[src/rtl/game_pkg.sv]
// game_pkg: shared button/direction types and round-robin helpers for the button arbiter
package game_pkg;

    localparam int N_BTN = 4;

    typedef enum logic [1:0] {
        DIR_UP    = 2'd0,
        DIR_DOWN  = 2'd1,
        DIR_LEFT  = 2'd2,
        DIR_RIGHT = 2'd3
    } dir_t;

    typedef enum logic {
        ARB_IDLE,
        ARB_OFFER
    } arb_state_t;

    // First requesting index at or after ptr, wrapping; lowest distance wins because it is visited last.
    function automatic logic [1:0] rr_pick(input logic [N_BTN-1:0] req, input logic [1:0] ptr);
        logic [1:0] idx;
        rr_pick = ptr;
        for (int k = N_BTN - 1; k >= 0; k--) begin
            idx = ptr + 2'(k);
            if (req[idx]) rr_pick = idx;
        end
    endfunction

    function automatic logic [N_BTN-1:0] onehot(input logic [1:0] idx);
        onehot = '0;
        onehot[idx] = 1'b1;
    endfunction

endpackage

[src/rtl/btn_debounce.sv]
// btn_debounce: two-flop synchroniser, debounce counter and press pulse for one button (repeat under BTN_AUTOREPEAT_EN)
module btn_debounce #(
    parameter int DEB_CYCLES = 1000000,
    parameter int CNT_W      = 20
`ifdef BTN_AUTOREPEAT_EN
    ,
    parameter int REPEAT_CYCLES = 25000000
`endif
) (
    input  logic clk,
    input  logic reset,
    input  logic raw,
    output logic press
);
    logic [1:0]       sync;
    logic             stable;
    logic [CNT_W-1:0] cnt;
    logic             flip;

    assign flip = (sync[1] != stable) && (cnt == CNT_W'(DEB_CYCLES - 1));

    // Synchronise, then accept a new level only after it has differed for DEB_CYCLES cycles.
    always_ff @(posedge clk) begin
        if (reset) begin
            sync   <= '0;
            stable <= 1'b0;
            cnt    <= '0;
        end else begin
            sync   <= {sync[0], raw};
            cnt    <= (sync[1] == stable || flip) ? '0 : cnt + 1'b1;
            stable <= flip ? sync[1] : stable;
        end
    end

`ifdef BTN_AUTOREPEAT_EN
    localparam int RPT_W = $clog2(REPEAT_CYCLES + 1);
    logic [RPT_W-1:0] rpt;
    logic             rpt_hit;

    assign rpt_hit = stable && (rpt == RPT_W'(REPEAT_CYCLES - 1));

    // Count held time; every REPEAT_CYCLES cycles of held level yields an extra press.
    always_ff @(posedge clk) begin
        if (reset || !stable) rpt <= '0;
        else rpt <= rpt_hit ? '0 : rpt + 1'b1;
    end

    // Press pulse on accepted rising level or on a repeat tick.
    always_ff @(posedge clk) begin
        press <= !reset && ((flip && sync[1]) || rpt_hit);
    end
`else
    // Press pulse only on an accepted rising level.
    always_ff @(posedge clk) begin
        press <= !reset && flip && sync[1];
    end
`endif

endmodule

[src/rtl/button_arbiter.sv]
// button_arbiter: debounced four-button front end issuing one round-robin move command at a time over valid/ready; BTN_AUTOREPEAT_EN adds held-button repeat
module button_arbiter
    import game_pkg::*;
#(
    parameter int DEB_CYCLES    = 1000000,
    parameter int CNT_W         = 20,
    parameter int REPEAT_CYCLES = 25000000
) (
    input  logic             clk,
    input  logic             reset,
    input  logic [N_BTN-1:0] btn_raw,
    input  logic             enable,
    input  logic             cmd_ready,
    output logic             cmd_valid,
    output dir_t             cmd_dir,
    output logic [N_BTN-1:0] cmd_onehot,
    output logic [N_BTN-1:0] pending,
    output logic             dropped
);
    logic [N_BTN-1:0] press, clr;
    arb_state_t       state, state_nx;
    logic [1:0]       ptr, pick;
    logic             grant, accept;

    if (DEB_CYCLES < 2 || ((DEB_CYCLES - 1) >> CNT_W) != 0 || REPEAT_CYCLES < 2) begin : g_bad_cfg
        $error("button_arbiter: DEB_CYCLES must fit CNT_W and periods must be at least 2");
    end

    for (genvar i = 0; i < N_BTN; i++) begin : g_btn
        btn_debounce #(
            .DEB_CYCLES(DEB_CYCLES),
            .CNT_W(CNT_W)
`ifdef BTN_AUTOREPEAT_EN
            ,
            .REPEAT_CYCLES(REPEAT_CYCLES)
`endif
        ) u_deb (
            .clk(clk),
            .reset(reset),
            .raw(btn_raw[i]),
            .press(press[i])
        );
    end

    assign pick = rr_pick(pending, ptr);
    assign clr  = grant ? onehot(pick) : '0;

    // Grant from IDLE when enabled work is pending; leave OFFER only on handshake.
    always_comb begin
        grant    = (state == ARB_IDLE) && enable && (|pending);
        accept   = (state == ARB_OFFER) && cmd_ready;
        state_nx = grant ? ARB_OFFER : accept ? ARB_IDLE : state;
    end

    // State, pointer and registered command; an offer stays up until accepted or reset.
    always_ff @(posedge clk) begin
        if (reset) begin
            state      <= ARB_IDLE;
            ptr        <= '0;
            cmd_valid  <= 1'b0;
            cmd_dir    <= DIR_UP;
            cmd_onehot <= '0;
        end else begin
            state <= state_nx;
            if (grant) begin
                cmd_valid  <= 1'b1;
                cmd_dir    <= dir_t'(pick);
                cmd_onehot <= onehot(pick);
            end else if (accept) begin
                cmd_valid  <= 1'b0;
                cmd_onehot <= '0;
                ptr        <= cmd_dir + 2'd1;
            end
        end
    end

    // Latch presses (set beats grant-clear); a press on a still-pending button only pulses dropped.
    always_ff @(posedge clk) begin
        if (reset || !enable) begin
            pending <= '0;
            dropped <= 1'b0;
        end else begin
            pending <= (pending & ~clr) | press;
            dropped <= |(press & pending & ~clr);
        end
    end

endmodule
[config.mk]
export PLATFORM = sky130hd
export DESIGN_NAME = button_arbiter
export DESIGN_NICKNAME = d
export VERILOG_FILES = /design/src/rtl/game_pkg.sv /design/src/rtl/btn_debounce.sv /design/src/rtl/button_arbiter.sv
export SDC_FILE = /design/constraint.sdc
export NUM_CORES = 1
export LEC_CHECK = 0
export BUFFER_PORTS_ARGS = -buffer_cell sky130_fd_sc_hd__clkbuf_2
export CAP_MARGIN = 10
export CORE_MARGIN = 8
export CORE_UTILIZATION = 50
export DETAILED_ROUTE_END_ITERATION = 8
export PLACE_DENSITY_LB_ADDON = 0.05
export SYNTH_ARGS = -nofsm -noshare
export SYNTH_HDL_FRONTEND = slang
export SYNTH_SLANG_ARGS = --single-unit
[constraint.sdc]
create_clock -name clk -period 4.2 [get_ports clk]
set_input_delay 0.21 -clock clk [delete_from_list [all_inputs] [get_ports clk]]
set_output_delay 0.21 -clock clk [all_outputs]
set_load 0.01 [all_outputs]
**After elaboration in Yosys (flattened, before gate mapping)**

Cells that the tools add are included.

- Register bits after elaboration: 110
- Bits in latches: 0
- Bits in writable memories: 0
- ROM bits: 0
- Input bits: 8
- Memories: 0

- Add/subtract/negate cells: 8
- Multipliers: 0
- Divide/modulo/power cells: 0
- Order comparisons: 6
- Eq/ne operators: 12
- Shift operators: 0
- Multiplexer cells: 19
- Bitwise logic cells: 7
- Reduce and logical (&&, ||, !) cells: 31

Operators with widths:

| cell | count |
|---|---|
| $add A20 B1 Y20 const B | 4 |
| $eq A20 B20 Y1 const B | 4 |
| $logic_and A1 B1 Y1 | 16 |
| $lt A2 B3 Y1 const B | 5 |
| $and A4 B4 Y4 | 3 |
| $mux W4 | 3 |
| $bmux W1 S2 | 4 |
| $mux W2 | 4 |
| $reduce_or A2 Y1 | 4 |
| $reduce_or A4 Y1 | 2 |
| $mux W1 | 7 |
| $logic_or A1 B1 Y1 | 5 |
| $add A2 B1 Y2 const B | 2 |
| $add A2 B2 Y2 const B | 2 |
| $eq A1 B1 Y1 | 4 |
| $ne A1 B1 Y1 | 4 |
| $not A4 Y4 | 1 |
| $or A4 B4 Y4 | 1 |
| $demux W1 S2 | 1 |
| $ge A2 B1 Y1 const B | 1 |
| $logic_not A1 Y1 | 2 |
| $not A1 Y1 | 2 |
| $reduce_and A2 Y1 | 1 |
| $reduce_bool A2 Y1 | 1 |

**Logic depth before layout (Yosys ltp)**

Gate-level depths: netlist (run 1).

- Word-level depth: 15
- Depth in mapped cells: 7

**Cells and area by module**

From an unflattened synthesis (run 1), not the netlist that was laid out.

- Cell total of the unflattened synthesis: 569
- Area total of the unflattened synthesis: 4962.3 µm²

By module, submodules not included:

| module | instances | cells each | area each (µm²) |
|---|---|---|---|
| btn_debounce | 4 | 120 | 1051.0 |
| button_arbiter | 1 | 89 | 758.2 |

**Worst setup path after synthesis (run 1)**

Ideal clock, no wire load.

- Path type: reg-to-reg
- Start point: reg g_btn[1].u_deb.cnt[0]
- End point: reg g_btn[1].u_deb.cnt[10]
- Setup time: 0.115 ns
- Arrival: 1.552 ns
- Path slack: 2.533 ns
- Stages on the path, launching flop included: 8
- Buffers on the path: 1
- Clock period less this slack: 1.667 ns
- Path through: dfxtp_1 ha_1 inv_1 or3_4 nor3_2 or3_1 buf_4 nor2_1

- Word-level cells in the longest chain between the ends: 4
- Elaborated cells between the ends (all ways): 5

Ends and longest elaborated chain:

| what | line | source |
|---|---|---|
| start, declared | btn_debounce.sv:17 | `logic [CNT_W-1:0] cnt;` |
| start signal, assigned | btn_debounce.sv:30 | `cnt <= (sync[1] == stable \|\| flip) ? '0 : cnt + 1'b1;` |
| parallel branches: the longest is 4 deep, another holds $add A20 B1 Y20 | - |  |

Several ways; the timed one is not identified.
A chain may end at the register's enable or synchronous reset.

**Final worst setup path (run 1)**

- Start point: reg g_btn[2].u_deb.cnt[0]
- End point: reg g_btn[2].u_deb.cnt[6]

- Word-level cells in the longest chain between the ends: 4
- Elaborated cells between the ends (all ways): 5

Ends and longest elaborated chain:

| what | line |
|---|---|
| start, declared | btn_debounce.sv:17 |
| start signal, assigned | btn_debounce.sv:30 |
| parallel branches: the longest is 4 deep, another holds $add A20 B1 Y20 | - |

Several ways; the timed one is not identified.

==> results of run 1 <==
[kinds of logic (layout without fill, tap and decap cells)]
family | after synthesis | after routing | share of synthesized area [%]
xor gates and xnor gates | 77 | 77 | 14.3
muxes | 5 | 5 | 1.06
buffers and inverters | 26 | 45 | 2.74
AOI/OAI and AO/OA | 32 | 32 | 4.90
DFF | 110 | 110 | 46.8
adders and majority gates | 4 | 4 | 1.06
and+or+nand+nor | 269 | 269 | 29.1
[sequential cells by signal, summed over array words and instances, names as in the netlist]
signal / cells
pending: 4
g_btn.u_deb.stable: 4
ptr: 2
cmd_onehot: 4
g_btn.u_deb.press: 4
g_btn.u_deb.sync: 8
state: 1
dropped: 1
g_btn.u_deb.cnt: 80
cmd_dir: 2
[final cells by class]
cell class	count	area [sq um]	area share [%]
multi-input cells	387	2370	47.2
flip-flops and latches	110	2200	43.8
well taps	111	139	2.76
clock buffers	9	124	2.47
repair buffers	19	95.1	1.89
clock inverters	7	55.1	1.10
inverters	10	37.5	0.747
[power by group through the flow]
stage / clock (W) / combinational, W / sequential [W]
6_report: 0.000586 / 0.0000224 / 0.00105
5_1_grt: 0.000654 / 0.0000258 / 0.00105
4_1_cts: 0.000612 / 0.0000232 / 0.00105
3_5_place_dp: 0 / 0.0000230 / 0.00107
3_3_place_gp: 0 / 0.0000228 / 0.00107
2_1_floorplan: 0 / 0.0000178 / 0.00107
[stage by stage]
step	power, W	instances	utilization (%)
finish	0.00166	653	54.6
global route	0.00173	653	54.6
CTS	0.00169	653	54.6
detailed placement	0.00110	637	52.7
global placement	0.00110	637	52.7
floorplan	0.00109	523	-
[synthesized netlist by cell type (3+ instances only)]
master    number
a21oi_1        8
a22oi_1        4
and3_1        19
and4_1         5
buf_2          9
clkbuf_1       3
dfxtp_1      110
ha_1           4
inv_1         10
mux2i_1        5
nand2_1       32
nand3_1       35
nand4_1       17
nor2_1       111
nor2b_1       15
nor3_1         5
nor4_1         6
nor4b_1        4
o21ai_0        4
or3_1          6
xnor2_1       27
xor2_1        50
[worst register-to-register path, cell delays in order (launching register included)]
cell and delay, ps:
dfxtp_1 390, ha_1 220, and3_1 200, nand3_1 150, nor3_1 350, or3_1 600, nor2_1 120
[how the worst max path moves through the flow]
stage | start | to | slack (ps)
detailed placement | g_btn[2].u_deb.cnt[0] | g_btn[2].u_deb.cnt[6] | 2020
floorplan | g_btn[1].u_deb.cnt[0] | g_btn[1].u_deb.cnt[10] | 2530
finish | g_btn[2].u_deb.cnt[0] | g_btn[2].u_deb.cnt[6] | 2020
global placement | g_btn[2].u_deb.cnt[0] | g_btn[2].u_deb.cnt[2] | 2030
global route | g_btn[2].u_deb.cnt[0] | g_btn[2].u_deb.cnt[13] | 1800
CTS | g_btn[2].u_deb.cnt[0] | g_btn[2].u_deb.cnt[6] | 1980
[metal layers]
| metal | part of all wire, % | routed length (um) |
|---|---|---|
| met3 | 3.9 | 309 |
| met5 | 0 | 0 |
| met4 | 1.2 | 93 |
| met1 | 52 | 4160 |
| met2 | 43 | 3390 |
==> results.tsv, run 1 <==
metric	value	unit
status	completed	
critPathKind	flop to flop	
synth_top_cells_by_area	dfxtp_1, xor2_1, nor2_1	
grt_pass1_wl	14200	um
reg2reg_from	g_btn[2].u_deb.cnt[0]	
cp.depth	6	
hp-start	btn_raw[0]	
final_nets	549	
dieHeight	113	um
gp_congestion	0.763	
final_cell_mix	nor2_1, dfxtp_1, xor2_1	
clockPowerShare	35.3	%
hold-path-endpoint	g_btn[0].u_deb.sync[0]	
die_area	12800	sq um
final_cell_area	5020	sq um
post_drt_wl_per_cell	12.2	um
critPathTopFamily	simple AND/OR/NAND/NOR gates	
core_area	9200	sq um
syn_avg_cell_area	8.99	sq um
cts_resized	0	
initial_core_util	51.1	%
crit_arrival	2410	ps
min_delay_path_depth	2	
path_clk_slew	100	ps
p_int	0.00128	W
syn_area	4700	sq um
preCtsSetupSlack	2020	ps
setup_ws	2020	ps
start_kind	flop	
clockBufferDepth	2	
top_usage_layer	met2	
cts_root_buf	clkbuf_8	
syn-num-nets	535	
holdWs	46.0	ps
hold_violations	0	
clock_skew	6.81	ps
die_w	113	um
switching_share	22.9	%
grt_antenna_before_repair	0	
period_share	51.9	%
min_path_type	input port to flop	
ir_worst_vdd	193	uV
layout-drive-gt1-share	8.49	%
io_pins	20	
finalCriticalPeriod	2180	ps
reg2reg_to	g_btn[2].u_deb.cnt[6]	
crit_path_end_kind	flop	
grt_pass1_vias	3205	
ys.flop_type	dfxtp_1	
io_buffer_count	19	
clock_sinks	110	
combPwrFrac	1.3	%
grt_use_total	13.3	%
max_stage_delay	600	ps
cts_tree	built	
worstPathMaxFanout	20	
htree_levels	3	
relSlewSlack	45.8	%
postCtsHoldBufs	0	
r2r_setup_slack	2020	ps
ant_nets	0	
power_switching	0.000379	W
drv_cap	0	
cp.required	4430	ps
seqPwrFrac	63.3	%
yosys_warnings	0	
ys_seq_area_share	46.8	%
final_common_cell	nor2_1	
ys_async_sr_fraction	0	%
rsz0062_at_grt	false	
vias	3399	
drv_slew	0	
met1_usage	17.0	%
grt_use_met2	20.9	%
placed_area	4840	sq um
fp-row-count	35	
first_iter_violations	119	
use_met3	4.37	%
syn2layout_area_growth	6.84	%
max_freq	0.459	GHz
synth_seq_cells	110	
routed_wl	7950	um
dpl.hpwl	5620	um
worst_r2r_path_depth	6	
via_per_inst	5.21	
globalRoute.totalOverflow	0	
drc_errors	0	
setup_tns	0	ps
setup_viol	0	
cts_setup_buffers	0	
fillerInstances	887	
clk_latency	360	ps
crit_slowest_cell	or3_1	
numCtsBuffers	9	
synth_top_area_share	46.8	%
powerDensity	330	nW/um^2
synth_top_area_cell	dfxtp_1	
tightest_slew	805	ps
worst-path-buf-inv	0	
n_antenna_cell	0	
yosysUniqueCellTypes	45	
grt_max_degree	31	
firstDrtPassIters	4	
synth_edf_count	0	
p_leak	1.71	nW
syn_inst	523	
crit_path_cell_trace	ha_1 > and3_1 > nand3_1 > nor3_1 > or3_1 > nor2_1	
No activity file was read; power rests on OpenSTA's default activity.
==> run 2, diff against run 1 <==
clock period = 2.21 ns   (was 4.2 ns; I/O delays follow)
==> run 2 against run 1 <==
Compared with the run above:
- setup slack worse by 1700 ps
- register-to-register slack worse by 1700 ps
- critical path depth is 1 higher
- final area is 2.4% higher
- first-iteration DRC count is 39% higher
- die area stayed put
- power is 92% higher
- sequential share of layout area is 1.0 points lower
- core utilization is 1.3 points higher
- clock power is 95% higher
- sequential power is 90% higher
==> results.tsv, run 2 (synthesis results as in run 1) <==
metric	value	unit	change
largest-register	g_btn.u_deb.cnt		
min_path_type	input port to flop		
drc_errors	0		unchanged
regArea	2200	sq um	unchanged
final_nets	562		+2.4%
final_cell_mix	nor2_1, dfxtp_1, xor2_1		
setup_viol	0		unchanged
drv_cap	0		unchanged
p_leak	1.78	nW	+3.7%
crit_path_end_kind	flop		
placed_area	4910	sq um	+1.4%
critPathTopFamily	simple AND/OR/NAND/NOR gates		
reg2reg_to	g_btn[2].u_deb.cnt[12]		
cts_resized	0		unchanged
io_pins	20		unchanged
postCtsHoldBufs	4		+4
numCtsBuffers	9		unchanged
grt_antenna_before_repair	0		unchanged
cp.required	2460	ps	-1970 ps
io_buffer_count	19		unchanged
path_clk_slew	100	ps	about the same
layout-drive-gt1-share	9.91	%	+1.4 points
grt_max_degree	21		-32%
crit_arrival	2190	ps	-220 ps
grt_pass1_vias	3278		+2.3%
htree_levels	3		unchanged
period_share	87.5	%	+36 points
gp_congestion	0.771		+1.1%
initial_core_util	51.1	%	unchanged
cts_setup_buffers	0		unchanged
syn2layout_area_growth	9.39	%	
final_cell_area	5140	sq um	+2.4%
globalRoute.totalOverflow	0		unchanged
worstPathMaxFanout	20		unchanged
via_per_inst	5.15		-1.1%
critPathKind	flop to flop		
cts_tree	built		
max_freq	0.517	GHz	+13%
setup_tns	0	ps	unchanged
n_antenna_cell	0		unchanged
cts_root_buf	clkbuf_8		
rsz0062_at_grt	false		
clock_sinks	110		unchanged
multi_input_area	2370	sq um	unchanged
ant_nets	0		unchanged
fillerInstances	882		-0.56%
r2r_setup_slack	280	ps	-1740 ps
first_iter_violations	165		+39%
final_common_cell	nor2_1		
max_stage_delay	400	ps	-200 ps
grt_pass1_wl	14400	um	+1.2%
die_w	113	um	unchanged
clockBufferDepth	2		unchanged
fp-row-count	35		unchanged
status	completed		
clock_skew	9.41	ps	+2.60 ps
clk_latency	360	ps	about the same
largest_reg_flops	80		unchanged
drv_slew	0		unchanged
dpl.hpwl	5720	um	+1.8%
tightest_slew	551	ps	-254 ps
core_area	9200	sq um	unchanged
die_area	12800	sq um	unchanged
post_drt_wl_per_cell	12.0	um	-1.4%
powerDensity	620	nW/um^2	+88%
vias	3430		+0.91%
firstDrtPassIters	4		unchanged
relSlewSlack	62.9	%	+17 points
worst_r2r_path_depth	7		+1
crit_start	g_btn[2].u_deb.cnt[0]		
worst-path-buf-inv	1		+1
cp.depth	7		+1
crit_slowest_cell	nor3_1		
hold_violations	0		unchanged
reg2reg_from	g_btn[2].u_deb.cnt[0]		
grt_use_total	13.2	%	-0.13 points
start_kind	flop		
finalCriticalPeriod	1930	ps	-246 ps
crit_path_cell_trace	ha_1 > and3_1 > nand3_1 > nor3_1 > or3_1 > buf_4 > nor2_1		
endpoint	g_btn[2].u_deb.cnt[12]		
dieHeight	113	um	unchanged
routed_wl	8000	um	+0.59%
ir_worst_vdd	368	uV	+91%
largestRegisters	g_btn.u_deb.cnt (80), g_btn.u_deb.sync (8)		
[run 2: worst reg2reg max path: cells and delay by family (launching register included)]
kind,cells,cell delay (ps)
adders and majority gates,1,210
buffers and inverters,1,230
DFF,1,380
and+or+nand+nor,5,1000
[run 2: power by group]
| part | leakage, nW | internal (W) | switching, W |
|---|---|---|---|
| Combinational | 0.796 | 0.0000223 | 0.0000306 |
| Clock | 0.0939 | 0.000482 | 0.000661 |
| Sequential | 0.888 | 0.00199 | 0.00000557 |
[run 2: worst min path at each step]
stage / end / depth (start not counted) / slack (ps) / start
finish: ptr[1] / 2 / 40 / cmd_ready
global route: ptr[1] / 2 / 30 / cmd_ready
CTS: ptr[1] / 2 / 10 / cmd_ready
detailed placement: g_btn[0].u_deb.sync[0] / 2 / 330 / btn_raw[0]
global placement: g_btn[0].u_deb.sync[0] / 2 / 320 / btn_raw[0]
floorplan: ptr[1] / 1 / 230 / cmd_ready
[run 2: through the flow]
| stage | cells | total power (W) | util (%) | worst slack [ps] | hold WS, ps |
|---|---|---|---|---|---|
| floorplan | 523 | 0.00207 | - | 543 | 227 |
| global route | 666 | 0.00333 | 55.9 | 95.9 | 32.1 |
| global placement | 646 | 0.00209 | 53.4 | 302 | 318 |
| finish | 666 | 0.00319 | 55.9 | 277 | 39.7 |
| CTS | 666 | 0.00325 | 55.9 | 256 | 14.1 |
| detailed placement | 646 | 0.00209 | 53.4 | 272 | 327 |
[run 2: layout make-up]
type | instances | share of cell area (%)
Timing Repair Buffer | 32 | 3.94
Multi-Input combinational cell | 387 | 46.1
Inverter | 10 | 0.730
Clock inverter | 5 | 0.778
Sequential cell | 110 | 42.8
Clock buffer | 11 | 2.94
Tap cell | 111 | 2.70
[run 2: metal layers]
layer / wire length [um] / track usage (%)
met5: 0 / 0
met3: 348 / 4.10
met4: 46 / 3.02
met2: 3470 / 21.0
met1: 4140 / 17.1
